## config.mk

```make
export PLATFORM = sky130hd
export DESIGN_NAME = flags_stack
export DESIGN_NICKNAME = d
export VERILOG_FILES = /design/src/rtl/flags_pkg.sv /design/src/rtl/flag_shadow_stack.sv /design/src/rtl/flags_stack.sv
export SDC_FILE = /design/constraint.sdc
export NUM_CORES = 1
export LEC_CHECK = 0
export ABC_CLOCK_PERIOD_IN_PS = 2100
export CORE_UTILIZATION = 44
export DETAILED_ROUTE_END_ITERATION = 12
export PLACE_DENSITY = 0.76
export RECOVER_POWER = 50
export SYNTH_ARGS = -nofsm -noshare
export SYNTH_HDL_FRONTEND = slang
export SYNTH_SLANG_ARGS = --single-unit
export TNS_END_PERCENT = 1
```

## constraint.sdc

```tcl
create_clock -name clk -period 2.1 [get_ports clk]
set_clock_uncertainty 0.1 [all_clocks]
set_input_delay 0.525 -clock clk [delete_from_list [all_inputs] [get_ports clk]]
set_output_delay 0.525 -clock clk [all_outputs]
set_load 0.01 [all_outputs]
```

## src/rtl/flags_pkg.sv

```systemverilog
// flags_pkg: shared flag indices and the stack-operation encoding for flags_stack
package flags_pkg;
  localparam int FLG_C = 0;
  localparam int FLG_Z = 1;
  typedef enum logic [1:0] {STK_NONE, STK_PUSH, STK_POP, STK_SWAP} stk_op_t;
endpackage

```

## src/rtl/flag_shadow_stack.sv

```systemverilog
// flag_shadow_stack: DEPTH x NUM_FLAGS LIFO with occupancy counter and top-of-stack read port
module flag_shadow_stack import flags_pkg::*; #(
  parameter int NUM_FLAGS = 2,
  parameter int DEPTH     = 4,
  localparam int DW       = $clog2(DEPTH + 1)
) (
  input  logic                 clk,
  input  logic                 rst_n,
  input  stk_op_t              op_i,
  input  logic [NUM_FLAGS-1:0] din_i,
  output logic [NUM_FLAGS-1:0] top_o,
  output logic [DW-1:0]        depth_o,
  output logic                 full_o,
  output logic                 empty_o
);
  logic [NUM_FLAGS-1:0] stk_q [DEPTH];
  logic [NUM_FLAGS-1:0] stk_d [DEPTH];
  logic [DW-1:0]        depth_q, depth_d, top_idx;
  assign top_idx = depth_q - DW'(1);
  always_comb begin
    top_o = '0;
    for (int i = 0; i < DEPTH; i++) top_o = (DW'(i) == top_idx) ? stk_q[i] : top_o;
  end
  // push writes the free slot, swap overwrites the current top
  always_comb begin
    for (int i = 0; i < DEPTH; i++)
      stk_d[i] = ((op_i == STK_PUSH && DW'(i) == depth_q) ||
                  (op_i == STK_SWAP && DW'(i) == top_idx)) ? din_i : stk_q[i];
    depth_d = (op_i == STK_PUSH) ? depth_q + DW'(1) :
              (op_i == STK_POP)  ? depth_q - DW'(1) : depth_q;
  end
  always_ff @(posedge clk) begin
    if (!rst_n) begin
      stk_q   <= '{default: '0};
      depth_q <= '0;
    end else begin
      stk_q   <= stk_d;
      depth_q <= depth_d;
    end
  end
  assign depth_o = depth_q;
  assign full_o  = (depth_q == DW'(DEPTH));
  assign empty_o = (depth_q == '0);
endmodule

```

## src/rtl/flags_stack.sv

```systemverilog
// flags_stack: status-flag register with per-flag load/set/clear and a LIFO shadow stack for nested interrupts
module flags_stack import flags_pkg::*; #(
  parameter int NUM_FLAGS   = 2,
  parameter int DEPTH       = 4,
  parameter bit CLR_ON_PUSH = 1'b1,
  localparam int DW         = $clog2(DEPTH + 1)
) (
  input  logic                 clk,
  input  logic                 rst_n,
  input  logic [NUM_FLAGS-1:0] flg_in,
  input  logic [NUM_FLAGS-1:0] flg_ld,
  input  logic [NUM_FLAGS-1:0] flg_set,
  input  logic [NUM_FLAGS-1:0] flg_clr,
  input  logic                 flg_push,
  input  logic                 flg_pop,
  input  logic                 err_clr,
  output logic [NUM_FLAGS-1:0] flg_out,
  output logic [DW-1:0]        depth,
  output logic                 full,
  output logic                 empty,
  output logic                 ovf,
  output logic                 unf
);
  stk_op_t              op;
  logic [NUM_FLAGS-1:0] flg_q, flg_d, ops, top;
  logic                 ovf_q, ovf_d, unf_q, unf_d;
  // push+pop on an empty stack degrades to a plain push
  always_comb begin
    op = (flg_push && flg_pop) ? (empty ? STK_PUSH : STK_SWAP) :
         flg_push              ? (full  ? STK_NONE : STK_PUSH) :
         flg_pop               ? (empty ? STK_NONE : STK_POP)  : STK_NONE;
    ops   = (((flg_ld & flg_in) | (~flg_ld & flg_q)) | flg_set) & ~flg_clr;
    flg_d = (op == STK_POP || op == STK_SWAP)   ? top :
            (op == STK_PUSH && CLR_ON_PUSH)     ? '0  : ops;
    ovf_d = (flg_push && !flg_pop && full)  | (ovf_q & ~err_clr);
    unf_d = (flg_pop && !flg_push && empty) | (unf_q & ~err_clr);
  end
  always_ff @(posedge clk) begin
    if (!rst_n) begin
      flg_q <= '0;
      ovf_q <= 1'b0;
      unf_q <= 1'b0;
    end else begin
      flg_q <= flg_d;
      ovf_q <= ovf_d;
      unf_q <= unf_d;
    end
  end
  flag_shadow_stack #(.NUM_FLAGS(NUM_FLAGS), .DEPTH(DEPTH)) u_stk (
    .clk     (clk),
    .rst_n   (rst_n),
    .op_i    (op),
    .din_i   (flg_q),
    .top_o   (top),
    .depth_o (depth),
    .full_o  (full),
    .empty_o (empty)
  );
  assign flg_out = flg_q;
  assign ovf     = ovf_q;
  assign unf     = unf_q;
endmodule

```

==> results of run 1 <==
-- cell usage after synthesis --
| library cell | instances |
|---|---|
| nand2b_1 | 1 |
| clkbuf_1 | 1 |
| a32o_2 | 2 |
| buf_6 | 1 |
| o21ai_0 | 7 |
| and2_1 | 2 |
| nor2b_1 | 7 |
| xnor2_1 | 1 |
| a21oi_1 | 3 |
| dfxtp_1 | 15 |
| buf_2 | 4 |
| ha_1 | 10 |
| a22oi_1 | 3 |
| a211o_1 | 2 |
| o211a_1 | 1 |
| o21bai_1 | 1 |
| inv_1 | 8 |
| a32o_1 | 1 |
| nor3b_1 | 3 |
| a21boi_0 | 1 |
| nand2_1 | 17 |
| o21a_1 | 2 |
| xor2_1 | 1 |
| nand3_1 | 3 |
| o21ai_1 | 1 |
| a21boi_1 | 1 |
| a211oi_1 | 2 |
| mux2i_1 | 8 |
| nor2_1 | 4 |
| or4b_4 | 1 |
| nand3b_1 | 3 |
-- critical path, cell delays in order, from the launching register on --
cell and delay (ps):
dfxtp_4 380, inv_4 70, ha_4 170, nand2_4 70
o21ai_4 150, inv_2 80, ha_2 190, or4b_4 570
nor2_2 120, a32o_2 120
-- where the power goes --
group / switching, mW / internal, mW / total [mW]
Clock: 0.107 / 0.0711 / 0.178
Combinational: 0.506 / 0.502 / 1.01
Sequential: 0.0487 / 0.341 / 0.389
Total: 0.662 / 0.913 / 1.58
-- logic make-up (layout without fill, tap and decap cells) --
| logic type | after synthesis | count (layout) | share of synthesized area, % |
|---|---|---|---|
| simple gates | 41 | 41 | 21.66 |
| compound gates | 27 | 27 | 19.14 |
| flops | 15 | 15 | 30.23 |
| buf+inv | 14 | 43 | 6.549 |
| fa+ha+maj | 10 | 10 | 12.59 |
| mux | 8 | 8 | 8.061 |
| xor+xnor | 2 | 2 | 1.764 |
-- state kept, by name (all words and copies together) (netlist names) --
signal,flops
u_stk.depth_o,3
unf,1
flg_out,2
u_stk.stk_q,8
ovf,1
-- stage by stage --
stage	hold slack [ps]	utilization, %	setup WS (ps)
2_1_floorplan	335.0	-	4.530
3_3_place_gp	342.0	64.58	-218.3
3_5_place_dp	352.4	64.58	-278.6
4_1_cts	367.2	65.81	16.48
5_1_grt	386.0	68.26	-19.16
6_report	363.1	68.26	38.63
-- cell type report --
class | count | share of cell area (%)
Multi-Input combinational cell | 88 | 50.54
Clock inverter | 1 | 0.3591
Sequential cell | 15 | 22.08
Tap cell | 27 | 2.424
Clock buffer | 3 | 1.616
Timing Repair Buffer | 31 | 20.47
Inverter | 8 | 2.513
-- metal layers --
metal  vias up  track usage, %
met5         -               0
met4         0           8.571
met3         5           4.938
met2        15           37.44
met1       428           28.27
li1        459               -
-- timing repair --
action,4_1_cts,5_1_grt
endpoints found under the setup margin,2,8
setup buffers,0,1
gates resized for setup,2,10
pin swaps,0,4
hold buffers,0,0
gates cloned,0,0
-- how the worst max path moves through the flow --
stage	depth (start not counted)	slack, ps	startpoint	to
after CTS	7	20	flg_pop	flg_out[0]
after global placement	7	-220	flg_pop	flg_out[1]
after detailed placement	7	-280	flg_pop	flg_out[0]
final	9	40	u_stk.depth_o[1]	flg_out[0]
after global routing	9	-20	u_stk.depth_o[1]	flg_out[0]
after floorplan	11	5	u_stk.depth_o[0]	flg_out[1]
==> results.sh, run 1 <==
export IMPL_placed_cell_area_um2=1319
export IMPL_wl_per_cell_um=13.68
export IMPL_grt_overflow=0
export IMPL_grt_max_degree=17
export IMPL_num_vias=907
export IMPL_grt_first_pass_wirelength_mm=4.112
export IMPL_cts_reportedPaths_clkPinSlew_ps=100
export IMPL_wl_met3_um=61
export IMPL_grt_setup_unrepaired="true"
export IMPL_synth_area_per_cell_um2=8.491
export IMPL_crit_path_end_kind="flip-flop"
export IMPL_period_share_pct=98.16
export IMPL_fmax_mhz=485.1
export IMPL_clkLatencyLatePin_ps=300
export IMPL_multi_input_area_um2=704.4
export IMPL_irDropWorstVdd_mv=0.7079
export IMPL_die_x_um=49.52
export IMPL_drive_gt1_share_pct=22.60
export IMPL_finalWirelength_mm=2.366
export IMPL_num_nets_final=170
export IMPL_die_area_um2=2452
export IMPL_p_total_mw=1.575
export IMPL_cts_sinks=15
export IMPL_outcome="complete, no violations"
export IMPL_topRoutingLayerUsed="met4"
export IMPL_fin_area_um2=1394
export IMPL_initial_core_util_pct=48.65
export IMPL_synth_top_cell_area_share_pct=30.23
export IMPL_syn_inst=117
export IMPL_final_cells=173
export IMPL_yosysUniqueCellTypes=31
export IMPL_final_seq_area_um2=307.8
export IMPL_die_height_um=49.52
export IMPL_cts_tree="done"
export IMPL_dr_pass1_iters=4
export IMPL_leakagePower_nw=0.5867
export IMPL_synthToLayoutAreaGrowth_pct=40.30
export IMPL_antenna_left=0
export IMPL_fillers=181
export IMPL_yosysTopAreaCell="dfxtp_1"
export IMPL_min_period_ps=2061
export IMPL_cap_violations=0
export IMPL_ys_seq_elements=15
export IMPL_met1_length_mm=1.054
export IMPL_hold_path_startpoint="u_stk.stk_q[2]"
export IMPL_core_um2=2042
export IMPL_hold_path_cell_count=2
export IMPL_grt_antenna_before_repair=0
export IMPL_portBuffers=21
export IMPL_final_cell_mix="clkdlybuf4s50_1, nand2_1, dfxtp_1"
export IMPL_cp_max_fo=5
export IMPL_vias_per_cell=5.243
export IMPL_dpl_cell_count=168
export IMPL_initialDrtViolationCount=7
export IMPL_wl_met2_mm=1.207
export IMPL_worstPathRequired_ps=2260
export IMPL_synth_warnings=0
export IMPL_setup_viol=0
export IMPL_hold_class="reg -> reg"
export IMPL_cts_root_buf="clkbuf_4"
export IMPL_cp_start_kind="flip-flop"
export IMPL_yosysSeqAreaShare_pct=30.23
export IMPL_timing_setup_tns_ps=0
export IMPL_place_hpwl_mm=1.783
export IMPL_io_pins=22
export IMPL_numCtsBuffers=3
export IMPL_reg2reg_slack_ps=40
export IMPL_rr_startpoint="u_stk.depth_o[1]"
export IMPL_maxSlewHeadroom_pct=79.12
export IMPL_finalHoldViolCount=0
export IMPL_clk_path_buf_depth=2
export IMPL_layout_commonest_cell="clkdlybuf4s50_1"
export IMPL_slew_violations=0
export IMPL_n_antenna_cell=0
export IMPL_grt_usage_pct=22.52
export IMPL_arrival_ps=2220
export IMPL_synth_nets=140
export IMPL_core_rowCount=16
export IMPL_min_to="u_stk.stk_q[2]"
export IMPL_gp_congestion=0.7749
export IMPL_htreeDepth=1
export IMPL_drc=0
export IMPL_synthesis_area_um2=993.5
export IMPL_regToRegEndpoint="flg_out[0]"
export IMPL_grt_pass1_vias=901
export IMPL_worst_pin_slew_ps=313.2
export IMPL_r2r_cells=9
export IMPL_netlist_top_cells_area="dfxtp_1, ha_1, mux2i_1"
export IMPL_path_class="reg -> reg"
export IMPL_power_density_nw_per_um2=1130
No activity file was read; power rests on OpenSTA's default activity.
==> inputs of run 2 (changes only) <==
--- a/config.mk
+++ b/config.mk
@@ -5,10 +5,10 @@
 export SDC_FILE = /design/constraint.sdc
 export NUM_CORES = 1
 export LEC_CHECK = 0
-export ABC_CLOCK_PERIOD_IN_PS = 2100
-export CORE_UTILIZATION = 44
+export ABC_CLOCK_PERIOD_IN_PS = 1900
+export CORE_UTILIZATION = 49
 export DETAILED_ROUTE_END_ITERATION = 12
-export PLACE_DENSITY = 0.76
+export PLACE_DENSITY = 0.8
 export RECOVER_POWER = 50
 export SYNTH_ARGS = -nofsm -noshare
 export SYNTH_HDL_FRONTEND = slang
==> constraint.sdc (replaced) <==
create_clock -name clk -period 1.9 [get_ports clk]
set_clock_uncertainty 0.1 [all_clocks]
set_input_delay 0.475 -clock clk [delete_from_list [all_inputs] [get_ports clk]]
set_output_delay 0.475 -clock clk [all_outputs]
set_load 0.01 [all_outputs]
==> run 2 against run 1 <==
- the flow now finishes with violations (setup timing)
- largest cell class unchanged
- sequential cell count unchanged
- cell area grew 2.1%
- non-clock buffer count grew 6
- routed wire length up 4.8%
==> results.sh, run 2 (same netlist as run 1, synthesis figures left out) <==
export IMPL_clk_path_buf_depth=2
export IMPL_worst_pin_slew_ps=299.8
export IMPL_vias_per_cell=5.266
export IMPL_cts_tree="done"
export IMPL_whs_ps=361.4
export IMPL_core_rowCount=15
export IMPL_cp_max_fo=3
export IMPL_die_x_um=47.03
export IMPL_crit_path_end_kind="flip-flop"
export IMPL_final_seq_area_um2=309.0
export IMPL_gp_congestion=0.8274
export IMPL_fillers=123
export IMPL_violations="setup timing"
export IMPL_outcome="finished with violations"
export IMPL_cap_violations=0
export IMPL_initial_core_util_pct=54.57
export IMPL_grt_overflow=0
export IMPL_hold_path_startpoint="u_stk.stk_q[3]"
export IMPL_n_antenna_cell=0
export IMPL_multi_input_area_um2=699.4
export IMPL_reg2reg_slack_ps=-80
export IMPL_drc=0
export IMPL_place_hpwl_mm=1.968
export IMPL_cts_sinks=15
export IMPL_largest_reg_flops=8
export IMPL_grt_max_degree=17
export IMPL_num_vias=932
export IMPL_drive_gt1_share_pct=27.63
export IMPL_grt_usage_pct=24.76
export IMPL_dr_pass1_iters=4
export IMPL_final_cells=177
export IMPL_irDropWorstVdd_mv=0.8855
export IMPL_htreeDepth=1
export IMPL_r2r_cells=9
export IMPL_cts_reportedPaths_clkPinSlew_ps=90
export IMPL_num_nets_final=176
export IMPL_period_share_pct=104.1
export IMPL_top_register="u_stk.stk_q"
export IMPL_post_cts_buffers=0
export IMPL_finalHoldViolCount=0
export IMPL_cp_start_kind="flip-flop"
export IMPL_timing_setup_tns_ps=-125.8
export IMPL_leakagePower_nw=0.6085
export IMPL_fmax_mhz=505.8
export IMPL_hold_path_cell_count=2
export IMPL_power_density_nw_per_um2=1263
export IMPL_synthToLayoutAreaGrowth_pct=43.20
export IMPL_finalWirelength_mm=2.479
export IMPL_worstPathRequired_ps=2040
export IMPL_placed_cell_area_um2=1369
export IMPL_final_setup_worst_slack_ps=-77.20
export IMPL_min_to="u_stk.stk_q[3]"
export IMPL_rr_startpoint="u_stk.depth_o[1]"
export IMPL_final_cell_mix="nand2_1, buf_4, clkdlybuf4s50_1"
export IMPL_min_period_ps=1977
export IMPL_path_class="reg -> reg"
export IMPL_clkLatencyLatePin_ps=290
export IMPL_die_area_um2=2211
export IMPL_maxSlewHeadroom_pct=80.02
export IMPL_io_pins=22
export IMPL_wl_per_cell_um=14.01
export IMPL_hold_class="reg -> reg"
export IMPL_grt_antenna_before_repair=0
export IMPL_portBuffers=21
export IMPL_dpl_cell_count=173
export IMPL_p_total_mw=1.797
export IMPL_initialDrtViolationCount=22
export IMPL_arrival_ps=2120
export IMPL_grt_first_pass_wirelength_mm=3.657
export IMPL_numCtsBuffers=3
export IMPL_slew_violations=0
export IMPL_die_height_um=47.03
export IMPL_grt_pass1_vias=816
export IMPL_grt_setup_unrepaired="true"
export IMPL_cts_root_buf="clkbuf_4"
export IMPL_antenna_left=0
export IMPL_setup_viol=2
export IMPL_regToRegEndpoint="flg_out[1]"
export IMPL_core_um2=1821
export IMPL_fin_area_um2=1423
run 2: how the worst max path moves through the flow:
stage	from	to	slack, ps	depth (start not counted)
floorplan	u_stk.depth_o[0]	flg_out[1]	-200	11
global placement	flg_pop	flg_out[1]	-380	7
detailed placement	flg_pop	flg_out[1]	-430	7
CTS	u_stk.depth_o[1]	flg_out[1]	-60	9
global route	u_stk.depth_o[1]	flg_out[0]	-120	9
finish	u_stk.depth_o[1]	flg_out[1]	-80	9
run 2: cell type report:
class	instances	share of cell area, %
Multi-Input combinational cell	88	49.16
Timing Repair Buffer	37	22.60
Sequential cell	15	21.72
Inverter	8	2.463
Tap cell	25	2.199
Clock buffer	4	1.847
run 2: report_power, final:
group          internal [mW]  switching [mW]
clock                 0.0819           0.111
combinational          0.597           0.585
sequential             0.378          0.0438
total                   1.06           0.740
run 2: repair_timing:
item                                    in CTS  in global routing
gates resized for setup                     14                  8
endpoints found under the setup margin       9                 13
hold buffers                                 0                  0
pin swaps                                    4                  2
gates cloned                                 0                  0
run 2: routing by layer:
layer  global-route usage (%)  share of wire (%)  routed length (um)
met1                    30.30                 42                1049
met2                    43.33                 51                1267
met3                    3.462                4.8                 118
met4                    10.29                1.8                  44
met5                        0                  0                   0
run 2: critical path: stages (launching register included):
cell and delay, ps:
dfxtp_4 370, inv_4 40, ha_4 170, nand2b_1 100, and2_4 170, inv_1 60
ha_1 190, or4b_4 510, nor2_2 100, a32o_2 130
run 2: metrics by stage:
step | utilization [%] | setup WS, ps
floorplan | - | -195.5
global placement | 75.19 | -377.4
detailed placement | 75.19 | -433.0
CTS | 77.11 | -61.64
global route | 78.14 | -122.1
finish | 78.14 | -77.20
